$ cat src/rtl/cache_mem_arbiter_if.sv
// Bundle carrying the I-cache, D-cache and memory-side signals of cache_mem_arbiter.
// The master modport is the arbiter's view. The slave modport is the caches/memory view.
interface cache_mem_arbiter_if #(
  parameter int LINE_ADDR_LEN = 3
);
  logic                     ic_req;
  logic [31:0]              ic_addr;
  logic                     ic_gnt;
  logic                     ic_rvalid;
  logic [31:0]              ic_rdata;
  logic                     ic_done;

  logic                     dc_req;
  logic                     dc_we;
  logic [31:0]              dc_addr;
  logic [31:0]              dc_wdata;
  logic                     dc_gnt;
  logic                     dc_rvalid;
  logic [31:0]              dc_rdata;
  logic                     dc_done;

  logic [LINE_ADDR_LEN-1:0] xfer_idx;

  logic                     mem_req;
  logic                     mem_we;
  logic [31:0]              mem_addr;
  logic [31:0]              mem_wdata;
  logic [31:0]              mem_rdata;
  logic                     mem_ack;

  modport master (
    input  ic_req, ic_addr, dc_req, dc_we, dc_addr, dc_wdata, mem_rdata, mem_ack,
    output ic_gnt, ic_rvalid, ic_rdata, ic_done,
    output dc_gnt, dc_rvalid, dc_rdata, dc_done,
    output xfer_idx, mem_req, mem_we, mem_addr, mem_wdata
  );

  modport slave (
    output ic_req, ic_addr, dc_req, dc_we, dc_addr, dc_wdata, mem_rdata, mem_ack,
    input  ic_gnt, ic_rvalid, ic_rdata, ic_done,
    input  dc_gnt, dc_rvalid, dc_rdata, dc_done,
    input  xfer_idx, mem_req, mem_we, mem_addr, mem_wdata
  );
endinterface

$ cat src/rtl/cache_mem_arbiter.sv
// Two-client line arbiter that lets the I-cache and D-cache share one word-wide memory port.
// Option ARB_ROUND_ROBIN_EN makes ties alternate. Without it, the D-cache wins every tie.
module cache_mem_arbiter #(
  parameter int LINE_ADDR_LEN = 3
) (
  input  logic                clk,
  input  logic                rst,
  cache_mem_arbiter_if.master bus
);
  // Purpose: serialises whole-line refills and writebacks of two caches onto one memory port.
  // Latency: grant 1 cycle after request is sampled, one beat per mem_ack, then one DONE cycle.
  // Backpressure: beats stall until mem_ack. Losing requester waits until the arbiter returns to IDLE.

  typedef enum logic [1:0] {IDLE, BUSY, DONE} state_t;

  state_t                    state, state_nxt;
  logic                      owner;
  logic                      we_q;
  logic [31:LINE_ADDR_LEN+2] line_q;
  logic [LINE_ADDR_LEN-1:0]  beat;
  logic [31:0]               ic_xfers;
  logic [31:0]               dc_xfers;
  logic                      any_req;
  logic                      pick_dc;
  logic                      last_beat;
  logic                      unused_addr_bits;

  assign any_req   = bus.ic_req | bus.dc_req;
  assign last_beat = (beat == {LINE_ADDR_LEN{1'b1}});
  assign unused_addr_bits = ^{bus.ic_addr[LINE_ADDR_LEN+1:0], bus.dc_addr[LINE_ADDR_LEN+1:0]};

`ifdef ARB_ROUND_ROBIN_EN
  logic last_owner;

  // A tie goes to whoever was not granted last. After reset, last_owner is IC, so DC wins the first tie.
  assign pick_dc = bus.dc_req & (~bus.ic_req | ~last_owner);

  always_ff @(posedge clk or posedge rst) begin
    if (rst) begin
      last_owner <= 1'b0;
    end else if (state == IDLE && any_req) begin
      last_owner <= pick_dc;
    end
  end
`else
  assign pick_dc = bus.dc_req;
`endif

  always_ff @(posedge clk or posedge rst) begin
    if (rst) begin
      state <= IDLE;
    end else begin
      state <= state_nxt;
    end
  end

  always_comb begin
    state_nxt = state;
    unique case (state)
      IDLE:    if (any_req) state_nxt = BUSY;
      BUSY:    if (bus.mem_ack && last_beat) state_nxt = DONE;
      DONE:    state_nxt = IDLE;
      default: state_nxt = IDLE;
    endcase
  end

  always_ff @(posedge clk or posedge rst) begin
    if (rst) begin
      owner    <= 1'b0;
      we_q     <= 1'b0;
      line_q   <= '0;
      beat     <= '0;
      ic_xfers <= '0;
      dc_xfers <= '0;
    end else begin
      unique case (state)
        IDLE: begin
          if (any_req) begin
            owner  <= pick_dc;
            we_q   <= pick_dc & bus.dc_we;
            line_q <= pick_dc ? bus.dc_addr[31:LINE_ADDR_LEN+2] : bus.ic_addr[31:LINE_ADDR_LEN+2];
            beat   <= '0;
          end
        end
        BUSY: begin
          if (bus.mem_ack) beat <= beat + 1'b1;
        end
        DONE: begin
          if (owner) dc_xfers <= dc_xfers + 32'd1;
          else       ic_xfers <= ic_xfers + 32'd1;
        end
        default: ;
      endcase
    end
  end

  assign bus.xfer_idx = beat;

  always_comb begin
    bus.ic_gnt    = 1'b0;
    bus.ic_rvalid = 1'b0;
    bus.ic_rdata  = '0;
    bus.ic_done   = 1'b0;
    bus.dc_gnt    = 1'b0;
    bus.dc_rvalid = 1'b0;
    bus.dc_rdata  = '0;
    bus.dc_done   = 1'b0;
    bus.mem_req   = 1'b0;
    bus.mem_we    = 1'b0;
    bus.mem_addr  = '0;
    bus.mem_wdata = '0;
    unique case (state)
      BUSY: begin
        bus.ic_gnt   = ~owner;
        bus.dc_gnt   = owner;
        bus.mem_req  = 1'b1;
        bus.mem_we   = we_q;
        bus.mem_addr = {line_q, beat, 2'b00};
        if (we_q) begin
          bus.mem_wdata = bus.dc_wdata;
        end else if (owner) begin
          bus.dc_rvalid = bus.mem_ack;
          bus.dc_rdata  = bus.mem_rdata;
        end else begin
          bus.ic_rvalid = bus.mem_ack;
          bus.ic_rdata  = bus.mem_rdata;
        end
      end
      DONE: begin
        bus.ic_gnt  = ~owner;
        bus.dc_gnt  = owner;
        bus.ic_done = ~owner;
        bus.dc_done = owner;
      end
      default: ;
    endcase
  end
endmodule

$ cat src/flat_wrapper.sv
// flat-port wrapper written by rule: the top's interface ports become plain ports
module cache_mem_arbiter_flat 
#(
  parameter int LINE_ADDR_LEN = 3
)
  (clk, rst, bus_ic_req, bus_ic_addr, bus_dc_req, bus_dc_we, bus_dc_addr, bus_dc_wdata, bus_mem_rdata, bus_mem_ack, bus_ic_gnt, bus_ic_rvalid, bus_ic_rdata, bus_ic_done, bus_dc_gnt, bus_dc_rvalid, bus_dc_rdata, bus_dc_done, bus_xfer_idx, bus_mem_req, bus_mem_we, bus_mem_addr, bus_mem_wdata);
  cache_mem_arbiter_if #(.LINE_ADDR_LEN(LINE_ADDR_LEN)) bus_i ();
  input  logic clk;
  input  logic rst;
  input wire logic [$bits(bus_i.ic_req)-1:0] bus_ic_req;
  input wire logic [$bits(bus_i.ic_addr)-1:0] bus_ic_addr;
  input wire logic [$bits(bus_i.dc_req)-1:0] bus_dc_req;
  input wire logic [$bits(bus_i.dc_we)-1:0] bus_dc_we;
  input wire logic [$bits(bus_i.dc_addr)-1:0] bus_dc_addr;
  input wire logic [$bits(bus_i.dc_wdata)-1:0] bus_dc_wdata;
  input wire logic [$bits(bus_i.mem_rdata)-1:0] bus_mem_rdata;
  input wire logic [$bits(bus_i.mem_ack)-1:0] bus_mem_ack;
  output wire logic [$bits(bus_i.ic_gnt)-1:0] bus_ic_gnt;
  output wire logic [$bits(bus_i.ic_rvalid)-1:0] bus_ic_rvalid;
  output wire logic [$bits(bus_i.ic_rdata)-1:0] bus_ic_rdata;
  output wire logic [$bits(bus_i.ic_done)-1:0] bus_ic_done;
  output wire logic [$bits(bus_i.dc_gnt)-1:0] bus_dc_gnt;
  output wire logic [$bits(bus_i.dc_rvalid)-1:0] bus_dc_rvalid;
  output wire logic [$bits(bus_i.dc_rdata)-1:0] bus_dc_rdata;
  output wire logic [$bits(bus_i.dc_done)-1:0] bus_dc_done;
  output wire logic [$bits(bus_i.xfer_idx)-1:0] bus_xfer_idx;
  output wire logic [$bits(bus_i.mem_req)-1:0] bus_mem_req;
  output wire logic [$bits(bus_i.mem_we)-1:0] bus_mem_we;
  output wire logic [$bits(bus_i.mem_addr)-1:0] bus_mem_addr;
  output wire logic [$bits(bus_i.mem_wdata)-1:0] bus_mem_wdata;
  assign bus_i.ic_req = bus_ic_req;
  assign bus_i.ic_addr = bus_ic_addr;
  assign bus_i.dc_req = bus_dc_req;
  assign bus_i.dc_we = bus_dc_we;
  assign bus_i.dc_addr = bus_dc_addr;
  assign bus_i.dc_wdata = bus_dc_wdata;
  assign bus_i.mem_rdata = bus_mem_rdata;
  assign bus_i.mem_ack = bus_mem_ack;
  assign bus_ic_gnt = bus_i.ic_gnt;
  assign bus_ic_rvalid = bus_i.ic_rvalid;
  assign bus_ic_rdata = bus_i.ic_rdata;
  assign bus_ic_done = bus_i.ic_done;
  assign bus_dc_gnt = bus_i.dc_gnt;
  assign bus_dc_rvalid = bus_i.dc_rvalid;
  assign bus_dc_rdata = bus_i.dc_rdata;
  assign bus_dc_done = bus_i.dc_done;
  assign bus_xfer_idx = bus_i.xfer_idx;
  assign bus_mem_req = bus_i.mem_req;
  assign bus_mem_we = bus_i.mem_we;
  assign bus_mem_addr = bus_i.mem_addr;
  assign bus_mem_wdata = bus_i.mem_wdata;
  cache_mem_arbiter #(.LINE_ADDR_LEN(LINE_ADDR_LEN)) u_core (.clk(clk), .rst(rst), .bus(bus_i));
endmodule
$ cat config.mk
export PLATFORM = sky130hd
export DESIGN_NAME = cache_mem_arbiter_flat
export DESIGN_NICKNAME = d
export VERILOG_FILES = /design/src/rtl/cache_mem_arbiter_if.sv /design/src/rtl/cache_mem_arbiter.sv /design/src/flat_wrapper.sv
export SDC_FILE = /design/constraint.sdc
export NUM_CORES = 1
export LEC_CHECK = 0
export BUFFER_PORTS_ARGS = -buffer_cell sky130_fd_sc_hd__buf_2
export CAP_MARGIN = 20
export CORE_AREA = 2 2 105 107
export CTS_CLUSTER_SIZE = 10
export DETAILED_ROUTE_END_ITERATION = 10
export DIE_AREA = 0 0 107 109
export PLACE_DENSITY_LB_ADDON = 0.12
export RECOVER_POWER = 100
export SETUP_SLACK_MARGIN = 0.05
export SYNTH_ARGS = -nofsm -noshare
export SYNTH_HDL_FRONTEND = slang
export SYNTH_SLANG_ARGS = --single-unit
$ cat constraint.sdc
create_clock -name clk -period 3.7 [get_ports clk]
set_input_delay 0 -clock clk [delete_from_list [all_inputs] [get_ports clk]]
set_output_delay 0 -clock clk [all_outputs]
set_load 0.05 [all_outputs]
### Word level (Yosys, flattened, before mapping)

Cells that the tools add are included.

| storage, ports and cells | value |
|---|---|
| flip-flop bits (word level) | 34 |
| bits in latches | 0 |
| bits in writable memories | 0 |
| ROM bits | 0 |
| input port bits | 134 |
| output and inout bits | 139 |
| word-level logic and storage cells | 50 |
| memories | 0 |

| cells by class | value |
|---|---|
| add/subtract/negate cells | 1 |
| multipliers | 0 |
| divide/modulo/power cells | 0 |
| magnitude comparators | 0 |
| equality and inequality tests | 6 |
| shift-type cells | 0 |
| mux-type cells | 28 |
| bitwise operators | 3 |
| reduce and logical (&&, ||, !) cells | 7 |

Operators with widths:

| kind | number |
|---|---|
| 32-bit two-way mux | 9 |
| 27-bit two-way mux | 1 |
| 1-bit two-way mux | 12 |
| 3-bit two-way mux | 2 |
| 3-bit one-hot mux with 2 select lines | 1 |
| 2-bit two-way mux | 2 |
| 2-bit by 1-bit inequality test with 1-bit output (second input constant) | 2 |
| 2-bit one-hot mux with 2 select lines | 1 |
| 2-bit AND reduction | 2 |
| 3-bit by 1-bit adder with 3-bit output (second input constant) | 1 |
| 3-bit == test (second input constant) | 1 |
| 3-bit AND reduction | 1 |
| 2-bit by 1-bit == test with 1-bit output (second input constant) | 1 |
| 2-bit == test (second input constant) | 1 |
| 2-bit zero test | 1 |
| 2-bit inequality test (second input constant) | 1 |
| 2-bit nonzero test | 1 |
| 2-bit OR reduction | 1 |
| 1-bit bitwise AND | 1 |
| 1-bit logical AND | 1 |
| 1-bit NOT | 1 |
| 1-bit OR | 1 |

### Depth between registers and ports, before layout

Gate-level depths: netlist (run 1).

| depth | value |
|---|---|
| depth after elaboration | 4 |
| mapped depth | 7 |
| depth with buffers taken out | 5 |

### Worst setup path after synthesis (run 1)

Ideal clock, no wire load.

| path | value |
|---|---|
| path type | reg2out |
| start | register u_core.state[1] |
| end | output port bus_dc_rdata[10] |
| arrival | 2269 ps |
| required time | 3700 ps |
| setup slack | 1431 ps |
| stages on the path, launching flop included | 8 |
| path buffers | 3 |
| cells stage by stage | dfrtp_1 -> inv_1 -> ha_1 -> buf_2 -> buf_2 -> buf_4 -> nand2_1 -> nor2_1 |

| on the way | value |
|---|---|
| longest elaborated chain between the ends | 2 |

Ends and longest elaborated chain:

| what | line | RTL |
|---|---|---|
| start, declared | cache_mem_arbiter.sv:16 | `state_t state, state_nxt;` |
| start signal, assigned | cache_mem_arbiter.sv:53 | `state <= state_nxt;` |
| 2-bit by 1-bit == test with 1-bit output | cache_mem_arbiter.sv:112 | `unique case (state)` |
| 32-bit two-way mux | cache_mem_arbiter.sv:112 |  |
| end, declared | flat_wrapper.sv:24 | `output wire logic [$bits(bus_i.dc_rdata)-1:0] bus_dc_rdata;` |

Every way passes these cells.

### Final worst setup path (run 1)

| path | value |
|---|---|
| start | register u_core.state[1] |
| end | output port bus_ic_rdata[28] |

| on the way | value |
|---|---|
| longest elaborated chain between the ends | 2 |

Ends and longest elaborated chain:

| what | line | RTL |
|---|---|---|
| 2-bit by 1-bit == test with 1-bit output | cache_mem_arbiter.sv:112 |  |
| 32-bit two-way mux | cache_mem_arbiter.sv:112 |  |
| end, declared | flat_wrapper.sv:20 | `output wire logic [$bits(bus_i.ic_rdata)-1:0] bus_ic_rdata;` |

Every way passes these cells.

==> results of run 1 <==
final cells by class:
class / instances / area [µm²] / share of cell area
multi-input cells: 278 / 1530 / 0.395
well taps: 140 / 175 / 0.0451
clock buffers: 7 / 86.3 / 0.0223
inverters: 5 / 18.8 / 0.00484
clock inverters: 1 / 5.00 / 0.00129
flip-flops and latches: 34 / 851 / 0.219
repair buffers: 269 / 1210 / 0.312
logic make-up after synthesis:
| logic type | synth area share |
|---|---|
| flops | 0.322 |
| mux | 0.120 |
| compound gates | 0.0629 |
| simple gates | 0.371 |
| fa+ha+maj | 0.0284 |
| other cells | 0.00142 |
| buf+inv | 0.0955 |
metal layers:
layer	wire, µm	part of all wire
met1	4190	0.44
met2	4640	0.48
met3	713	0.074
met4	74	0.0077
met5	0	0
metrics by stage:
step	area, µm²	power, mW	util	setup WS [ns]
after detailed placement	3940	3.78	0.371	1.45
after floorplan	2650	3.19	-	1.43
after CTS	4070	4.08	0.384	1.12
after global placement	3940	3.76	0.371	1.52
final	3880	3.92	0.366	0.777
after global routing	3880	4.17	0.366	0.509
final timing paths:
kind	start	endpoint	cells past startpoint
min in group asynchronous	rst	u_core.line_q[5]$_DFFE_PP0P_	4
max in group asynchronous	rst	u_core.line_q[11]$_DFFE_PP0P_	4
worst max-delay path	u_core.state[1]$_DFFE_PP0P_	bus_ic_rdata[28]	6
worst min-delay path	bus_ic_addr[5]	u_core.line_q[5]$_DFFE_PP0P_	3
worst max register to register	u_core.state[0]$_DFFE_PP0P_	u_core.line_q[28]$_DFFE_PP0P_	5
worst min register to register	u_core.line_q[6]$_DFFE_PP0P_	u_core.line_q[6]$_DFFE_PP0P_	2
state kept, by name, summed over array words and instances, names as in the netlist:
signal and cells:
u_core.state 2, u_core.we_q 1, u_core.owner 1, u_core.bus.xfer_idx 3
u_core.line_q 27
worst max-delay path, delay by kind of cell, from the launching register on:
kind / cells / cell delay [ns]
simple gates: 2 / 0.36
fa+ha+maj: 1 / 0.59
flops: 1 / 0.38
buf+inv: 3 / 1.30
cells in the mapped netlist, types with 4 or more instances:
cell type / instances
inv_1: 5
dfrtp_1: 34
nor2_1: 64
ha_1: 6
clkbuf_1: 11
and3_2: 4
buf_2: 6
nand2_1: 68
and3_1: 28
and2_1: 33
buf_4: 8
mux2i_1: 29
o21ai_0: 28
power breakdown:
part | switching, mW | internal [mW]
combinational | 2.43 | 0.568
clock | 0.133 | 0.150
sequential | 0.0927 | 0.546
total | 2.66 | 1.26
==> flow_summary.ini, run 1 <==
[status]
status = finished with violations
violations = capacitance limit, slew limit

[cts]
cts_hold_buffers = 4
cts_tree = built
worstSkewPairLatency_ns = 0.28
clk_pin_slew_worst_paths_ns = 0.07
post_cts_buffers = 0
cts_resized = 0
cts_buffers = 5
ctsLongestPathBuffers = 2
h-tree-depth = 2
cts_sinks = 34
cts_root_buf = clkbuf_8

[run]
maxCapViolations = 2

[worst_setup_path]
slowest_stage = buf_4
crit_path_cell_trace = inv_1 -> ha_1 -> buf_4 -> nand2_1 -> nor2_1 -> clkbuf_1
worst_setup_path_end_kind = primary output
crit_arrival_ns = 2.92
path_max_fanout = 86
required_ns = 3.70
critical_path_class = reg2out
max_stage_delay_ns = 0.70
r2r_slack_ns = 1.20
start_kind = flop

[route]
routed-via-count = 3149
avgViaCountPerCell = 4.29
drt_pass1_iterations = 4
drt_iter0_drc = 277
antenna_left = 0
wl_per_cell_um = 13.1
drcViolationCount = 0
wl_um = 9620

[cells_and_area]
stdcell_count = 734
final_cell_mix = 138 x clkbuf_1, 124 x buf_2, 68 x nand2_1
fillers = 1220
nets = 733
antennaDiodeCount = 0
final_common_cell = clkbuf_1
drive_gt1_frac = 0.242
synthToLayoutAreaGrowth_pct = 46.6

[logic_synthesis]
synth-seq-area-share = 0.322
synth_cell_types = 31
synth_cells = 350
syn_area_um2 = 2650
avgSynthCellArea_um2 = 7.56
ys_top_cells_by_area = dfrtp_1 32%, mux2i_1 11%, nand2_1 9.6%
synth.largest_area_cell = dfrtp_1
synth_edf_count = 0
yosysWarnings = 0
synth_top_cell_area_share = 0.322
ys_seq_elements = 34
synth-main-ff-cell = dfrtp_1
synth-async-reset-ratio = 1.00

[global_routing]
grt_util_met3 = 0.0317
grt_pass1_wl_um = 13700
grtUsageMet1 = 0.182
grt_pass1_vias = 2680
grt_usage = 0.148
met2_usage = 0.264
grt_max_degree = 87
busiest_layer = met2
grt_overflow_total = 0
antenna_found_initial = 0

[sta]
finalHoldViolCount = 0
finalSetupTns_ns = 0
fin_skew_ns = 0.00477
tightest_slew_ns = 2.00
fin_crit_sh = 0.790
relSlewSlack = -0.345
finalSetupViolations = 0
hold_slack_ns = 0.00882
rsz0062_at_grt = false
fmax_mhz = 342
slew_violations = 70
fin_crit_ns = 2.92

[die]
initial_core_util = 0.250
chipWidth_um = 107
fp.dieH_um = 109
core-area_um2 = 10600
rows = 38
die_area_um2 = 11700
ioPinCount = 273

[place]
portBuffers = 260
dp_hpwl_um = 7400
dpl.cell_count = 721
place_congestion = 0.819

[pwr]
power_leakage_nw = 2.00
peakVddDrop_uv = 403
p_per_area_nw_per_um2 = 1010

[hold_path]
hold_class = in2reg
(Power assumes the default switching activity.)
==> inputs of run 2 (changes only) <==
--- a/config.mk
+++ b/config.mk
@@ -7,10 +7,10 @@
 export LEC_CHECK = 0
 export BUFFER_PORTS_ARGS = -buffer_cell sky130_fd_sc_hd__buf_2
 export CAP_MARGIN = 20
-export CORE_AREA = 2 2 105 107
+export CORE_AREA = 2 2 106 108
 export CTS_CLUSTER_SIZE = 10
 export DETAILED_ROUTE_END_ITERATION = 10
-export DIE_AREA = 0 0 107 109
+export DIE_AREA = 0 0 108 110
 export PLACE_DENSITY_LB_ADDON = 0.12
 export RECOVER_POWER = 100
 export SETUP_SLACK_MARGIN = 0.05
==> constraint.sdc (replaced) <==
create_clock -name clk -period 2.8 [get_ports clk]
set_input_delay 0 -clock clk [delete_from_list [all_inputs] [get_ports clk]]
set_output_delay 0 -clock clk [all_outputs]
set_load 0.05 [all_outputs]
==> run 2 against run 1 <==
- the run ends with hold timing, capacitance limit, slew limit left
- clock power increased by 62%
- sequential share of layout area decreased by 1.0 points
- total power rose by 35%
- via count is 0.19% lower
==> flow_summary.ini, run 2 (synthesis results as in run 1) <==
[die]
initial_core_util = 0.247
fp.dieH_um = 110
rows = 38
core-area_um2 = 10700
chipWidth_um = 108
die_area_um2 = 11900
ioPinCount = 273

[worst_setup_path]
max_stage_delay_ns = 0.59
cp_top_family = buffers and inverters
required_ns = 2.80
start_kind = flop
worst_setup_path_end_kind = primary output
crit_buf_inv = 3
slowest_stage = clkbuf_2
critical_path_class = reg2out
path_max_fanout = 42
crit_path_cell_trace = inv_1 -> ha_2 -> clkbuf_2 -> nand2_1 -> nor2_1 -> clkbuf_1
crit_arrival_ns = 2.39

[global_routing]
antenna_found_initial = 0
grt_overflow_total = 0
grt_pass1_vias = 2773
grt_pass1_wl_um = 13500
grt_usage = 0.142
grt_max_degree = 61

[sta]
hold_slack_ns = -0.00502
tightest_slew_ns = 1.89
fin_crit_sh = 0.852
finalSetupTns_ns = 0
slew_violations = 35
finalHoldViolCount = 1
fmax_mhz = 419
rsz0062_at_grt = false
relSlewSlack = -0.263
fin_skew_ns = 0.00537
fin_crit_ns = 2.39
finalSetupViolations = 0

[route]
antenna_left = 0
drt_pass1_iterations = 4
wl_um = 9320
routed-via-count = 3143
avgViaCountPerCell = 4.21
drcViolationCount = 0
wl_per_cell_um = 12.5
drt_iter0_drc = 187

[cells_and_area]
largest_reg_flops = 27
stdcell_count = 747
final_common_cell = buf_2
top_register = u_core.line_q
drive_gt1_frac = 0.295
final_cell_mix = 155 x buf_2, 106 x clkbuf_1, 68 x nand2_1
antennaDiodeCount = 0
fillers = 1199
nets = 746
synthToLayoutAreaGrowth_pct = 53.8

[hold_path]
hold_class = in2reg

[place]
dpl.cell_count = 723
place_congestion = 0.761
dp_hpwl_um = 7130
portBuffers = 260

[cts]
post_cts_buffers = 0
clk_pin_slew_worst_paths_ns = 0.07
worstSkewPairLatency_ns = 0.28
cts_resized = 0
ctsLongestPathBuffers = 2
cts_buffers = 5
h-tree-depth = 2
cts_root_buf = clkbuf_8
cts_tree = built
cts_sinks = 34

[pwr]
peakVddDrop_uv = 508
p_per_area_nw_per_um2 = 1300
power_leakage_nw = 2.19

[run]
maxCapViolations = 1

[status]
status = finished with violations
violations = hold timing, capacitance limit, slew limit
[run 2: changes by cell type in the layout (fill, tap and decap cells not counted), sizes merged]
cell / delta
clkinv: -1
buf: +30
clkinvlp: +2
bufinv: +1
dlygate4sd3: +12
clkbuf: -31
[run 2: timing repair]
item                       4_1_cts  5_1_grt
hold buffers                    16        0
hold endpoints to repair        43        0
setup endpoints to repair        0        0
[run 2: worst min-delay path: stages]
cell and delay, ns:
buf_2 0.14, nand2_1 0.06, nand2_1 0.04
[run 2: through the flow]
| step | total power, mW | setup slack, ns | utilization | hold WS, ns | instance area (µm²) |
|---|---|---|---|---|---|
| 2_1_floorplan | 4.21 | 0.531 | - | 0.142 | 2650 |
| 3_3_place_gp | 4.96 | 0.990 | 0.369 | 0.134 | 3950 |
| 3_5_place_dp | 4.97 | 0.925 | 0.369 | 0.132 | 3950 |
| 4_1_cts | 5.47 | 0.599 | 0.395 | 0.0000361 | 4230 |
| 5_1_grt | 5.63 | 0.223 | 0.380 | 0.0183 | 4070 |
| 6_report | 5.28 | 0.414 | 0.380 | -0.00502 | 4070 |
[run 2: area by class of cell]
cell class / instances / area (µm²) / share of cell area
clock buffer: 5 / 68.8 / 0.0169
clock inverter: 3 / 45.0 / 0.0111
inverter: 5 / 18.8 / 0.00461
multi-input combinational: 278 / 1550 / 0.380
sequential: 34 / 851 / 0.209
tap: 140 / 175 / 0.0430
timing repair buffer: 282 / 1370 / 0.336
[run 2: path summary, 6_finish.rpt]
check	to	depth (start not counted)	from	slack [ns]
worst max register to register	u_core.line_q[14]$_DFFE_PP0P_	5	u_core.state[0]$_DFFE_PP0P_	0.86
worst min register to register	u_core.line_q[15]$_DFFE_PP0P_	2	u_core.line_q[15]$_DFFE_PP0P_	0.47
max in group asynchronous	u_core.line_q[18]$_DFFE_PP0P_	4	rst	0.77
worst min-delay path	u_core.owner$_DFFE_PP0P_	3	bus_dc_req	-0.005
worst max-delay path	bus_dc_rdata[19]	6	u_core.state[1]$_DFFE_PP0P_	0.41
min in group asynchronous	u_core.line_q[6]$_DFFE_PP0P_	4	rst	0.93
[run 2: metal layers]
| layer | GRT usage | wire, µm | vias up |
|---|---|---|---|
| met5 | 0 | 0 | - |
| li1 | - | - | 1626 |
| met3 | 0.0300 | 766 | 10 |
| met4 | 0.0321 | 113 | 0 |
| met1 | 0.177 | 4090 | 1366 |
| met2 | 0.252 | 4350 | 141 |
[run 2: power by group]
| part | internal, mW | switching [mW] | total (mW) |
|---|---|---|---|
| sequential | 0.720 | 0.178 | 0.898 |
| clock | 0.265 | 0.194 | 0.459 |
| combinational | 0.786 | 3.14 | 3.93 |
| total | 1.77 | 3.51 | 5.28 |
==> inputs of run 3 (changes only) <==
--- a/config.mk
+++ b/config.mk
@@ -11,8 +11,7 @@
 export CTS_CLUSTER_SIZE = 10
 export DETAILED_ROUTE_END_ITERATION = 10
 export DIE_AREA = 0 0 108 110
-export PLACE_DENSITY_LB_ADDON = 0.12
-export RECOVER_POWER = 100
+export PLACE_DENSITY = 0.69
 export SETUP_SLACK_MARGIN = 0.05
 export SYNTH_ARGS = -nofsm -noshare
 export SYNTH_HDL_FRONTEND = slang
==> constraint.sdc (replaced) <==
create_clock -name clk -period 2.62 [get_ports clk]
set_input_delay 0 -clock clk [delete_from_list [all_inputs] [get_ports clk]]
set_output_delay 0 -clock clk [all_outputs]
set_load 0.05 [all_outputs]
==> run 3 against run 2 <==
- the run now ends clean
- count of clock-buffer cells in the layout rose by 2
- utilization grew 0.49 points
- wire length grew 3.1%
- non-clock buffer count is 10 lower
- cell count fell by 1.2%
- total power up 7.9%
- register-to-register slack got worse by 0.18 ns
- first-iteration DRC count fell by 10%
- final area up 1.3%
- sequential power is 1% higher
- critical path type unchanged
- largest cell class unchanged
==> flow_summary.ini, run 3 (synthesis results as in run 1) <==
[cts]
cts_root_buf = clkbuf_8
ctsLongestPathBuffers = 2
cts_tree = built
h-tree-depth = 2
clk_pin_slew_worst_paths_ns = 0.06
post_cts_buffers = 0
cts_sinks = 34
cts_buffers = 5
worstSkewPairLatency_ns = 0.27

[die]
initial_core_util = 0.247
ioPinCount = 273
fp.dieH_um = 110
chipWidth_um = 108
die_area_um2 = 11900
rows = 38
core-area_um2 = 10700

[route]
routed-via-count = 3117
avgViaCountPerCell = 4.22
antenna_left = 0
drt_iter0_drc = 168
wl_per_cell_um = 13.0
drcViolationCount = 0
drt_pass1_iterations = 4
wl_um = 9610

[cells_and_area]
nets = 736
largest_reg_flops = 27
final_util = 0.385
stdcell_area_um2 = 4120
fillers = 1186
top_register = u_core.line_q
final_cell_mix = 260 x buf_2, 68 x nand2_1, 64 x nor2_1
synthToLayoutAreaGrowth_pct = 55.8
final_common_cell = buf_2
drive_gt1_frac = 0.478

[worst_setup_path]
max_stage_delay_ns = 0.49
required_ns = 2.62
path_max_fanout = 39
crit_arrival_ns = 2.15
critical_path_class = reg2out
cp_top_family = buffers and inverters
crit_buf_inv = 3
slowest_stage = ha_2
crit_path_cell_trace = inv_1 -> ha_2 -> buf_4 -> and3_1 -> buf_2
start_kind = flop
worst_setup_path_end_kind = primary output

[global_routing]
antenna_found_initial = 4
grt_pass1_wl_um = 13700
grt_overflow_total = 0
grt_usage = 0.149
grt_pass1_vias = 2608
grt_max_degree = 41

[place]
dp_hpwl_um = 7800
portBuffers = 260
place_congestion = 0.803
dpl_cell_area_um2 = 3980

[run]
maxCapViolations = 0

[pwr]
power.internal_mw = 2.00
p_comb_frac = 0.778
power_leakage_nw = 2.58
sw_frac_of_total = 0.650
peakVddDrop_uv = 858
switchingPower_mw = 3.70
p_seq_frac = 0.160
p_per_area_nw_per_um2 = 1380
power_frac_clock = 0.062

[sta]
fin_skew_ns = 0.00296
tightest_slew_ns = 0.568
slew_violations = 0
fmax_mhz = 466
finalSetupViolations = 0
fin_crit_sh = 0.819
relSlewSlack = 0.621
fin_crit_ns = 2.15
rsz0062_at_grt = false
finalHoldViolCount = 0
finalSetupTns_ns = 0

[status]
status = completed

[hold_path]
hold_class = in2reg
## run 3: final timing paths
kind / startpoint / slack (ns) / end / cells past startpoint
setup / recovery: u_core.state[1]$_DFFE_PP0P_ / 0.47 / bus_mem_wdata[13] / 5
max in group asynchronous: rst / 1.95 / u_core.line_q[17]$_DFFE_PP0P_ / 4
hold reg to reg: u_core.line_q[26]$_DFFE_PP0P_ / 0.47 / u_core.line_q[26]$_DFFE_PP0P_ / 2
min in group asynchronous: rst / 0.36 / u_core.line_q[8]$_DFFE_PP0P_ / 4
setup reg to reg: u_core.state[1]$_DFFE_PP0P_ / 0.68 / u_core.bus.xfer_idx[0]$_DFFE_PP0P_ / 5
hold / removal: bus_ic_addr[29] / 0.009 / u_core.line_q[29]$_DFFE_PP0P_ / 3
## run 3: what timing repair did
item,in CTS,in global routing
resized for setup,0,0
hold buffers,5,0
endpoints found under the hold margin,38,0
## run 3: cell type report
type | count | area, µm² | share of cell area
multi-input cells | 278 | 1560 | 0.378
flip-flops and latches | 34 | 851 | 0.206
clock buffers | 7 | 76.3 | 0.0185
well taps | 140 | 175 | 0.0425
diodes | 2 | 5.00 | 0.00121
repair buffers | 272 | 1440 | 0.348
inverters | 5 | 18.8 | 0.00455
## run 3: power groups by stage
stage                     clock network, mW  registers [mW]  logic [mW]
final                                 0.356           0.910        4.44
after detailed placement                  0           0.925        4.43
after CTS                             0.379           0.915        4.44
after global routing                  0.406           0.950        4.71
after global placement                    0           0.914        4.42
after floorplan                           0           0.941        3.56
## run 3: worst register-to-register path: stages, from the launching register on
cell	delay [ns]
dfrtp_1	0.38
inv_1	0.11
ha_2	0.49
nand2_1	0.22
a21oi_2	0.30
mux2_4	0.32
## run 3: layer usage
| layer | GRT usage | vias up | part of all wire | wire (µm) |
|---|---|---|---|---|
| li1 | - | 1606 | - | - |
| met1 | 0.185 | 1347 | 0.42 | 3990 |
| met2 | 0.258 | 150 | 0.48 | 4580 |
| met3 | 0.0453 | 10 | 0.099 | 949 |
| met4 | 0.0302 | 4 | 0.0066 | 63 |
| met5 | 0 | - | 0.0025 | 24 |
## run 3: stage by stage
stage / hold WS [ns] / worst slack, ns / cells / total power [mW]
2_1_floorplan: 0.142 / 0.351 / 351 / 4.50
3_3_place_gp: 0.126 / 0.635 / 723 / 5.34
3_5_place_dp: 0.125 / 0.634 / 723 / 5.36
4_1_cts: 0.00161 / 0.421 / 735 / 5.74
5_1_grt: 0.0114 / 0.299 / 737 / 6.07
6_report: 0.00929 / 0.473 / 738 / 5.70
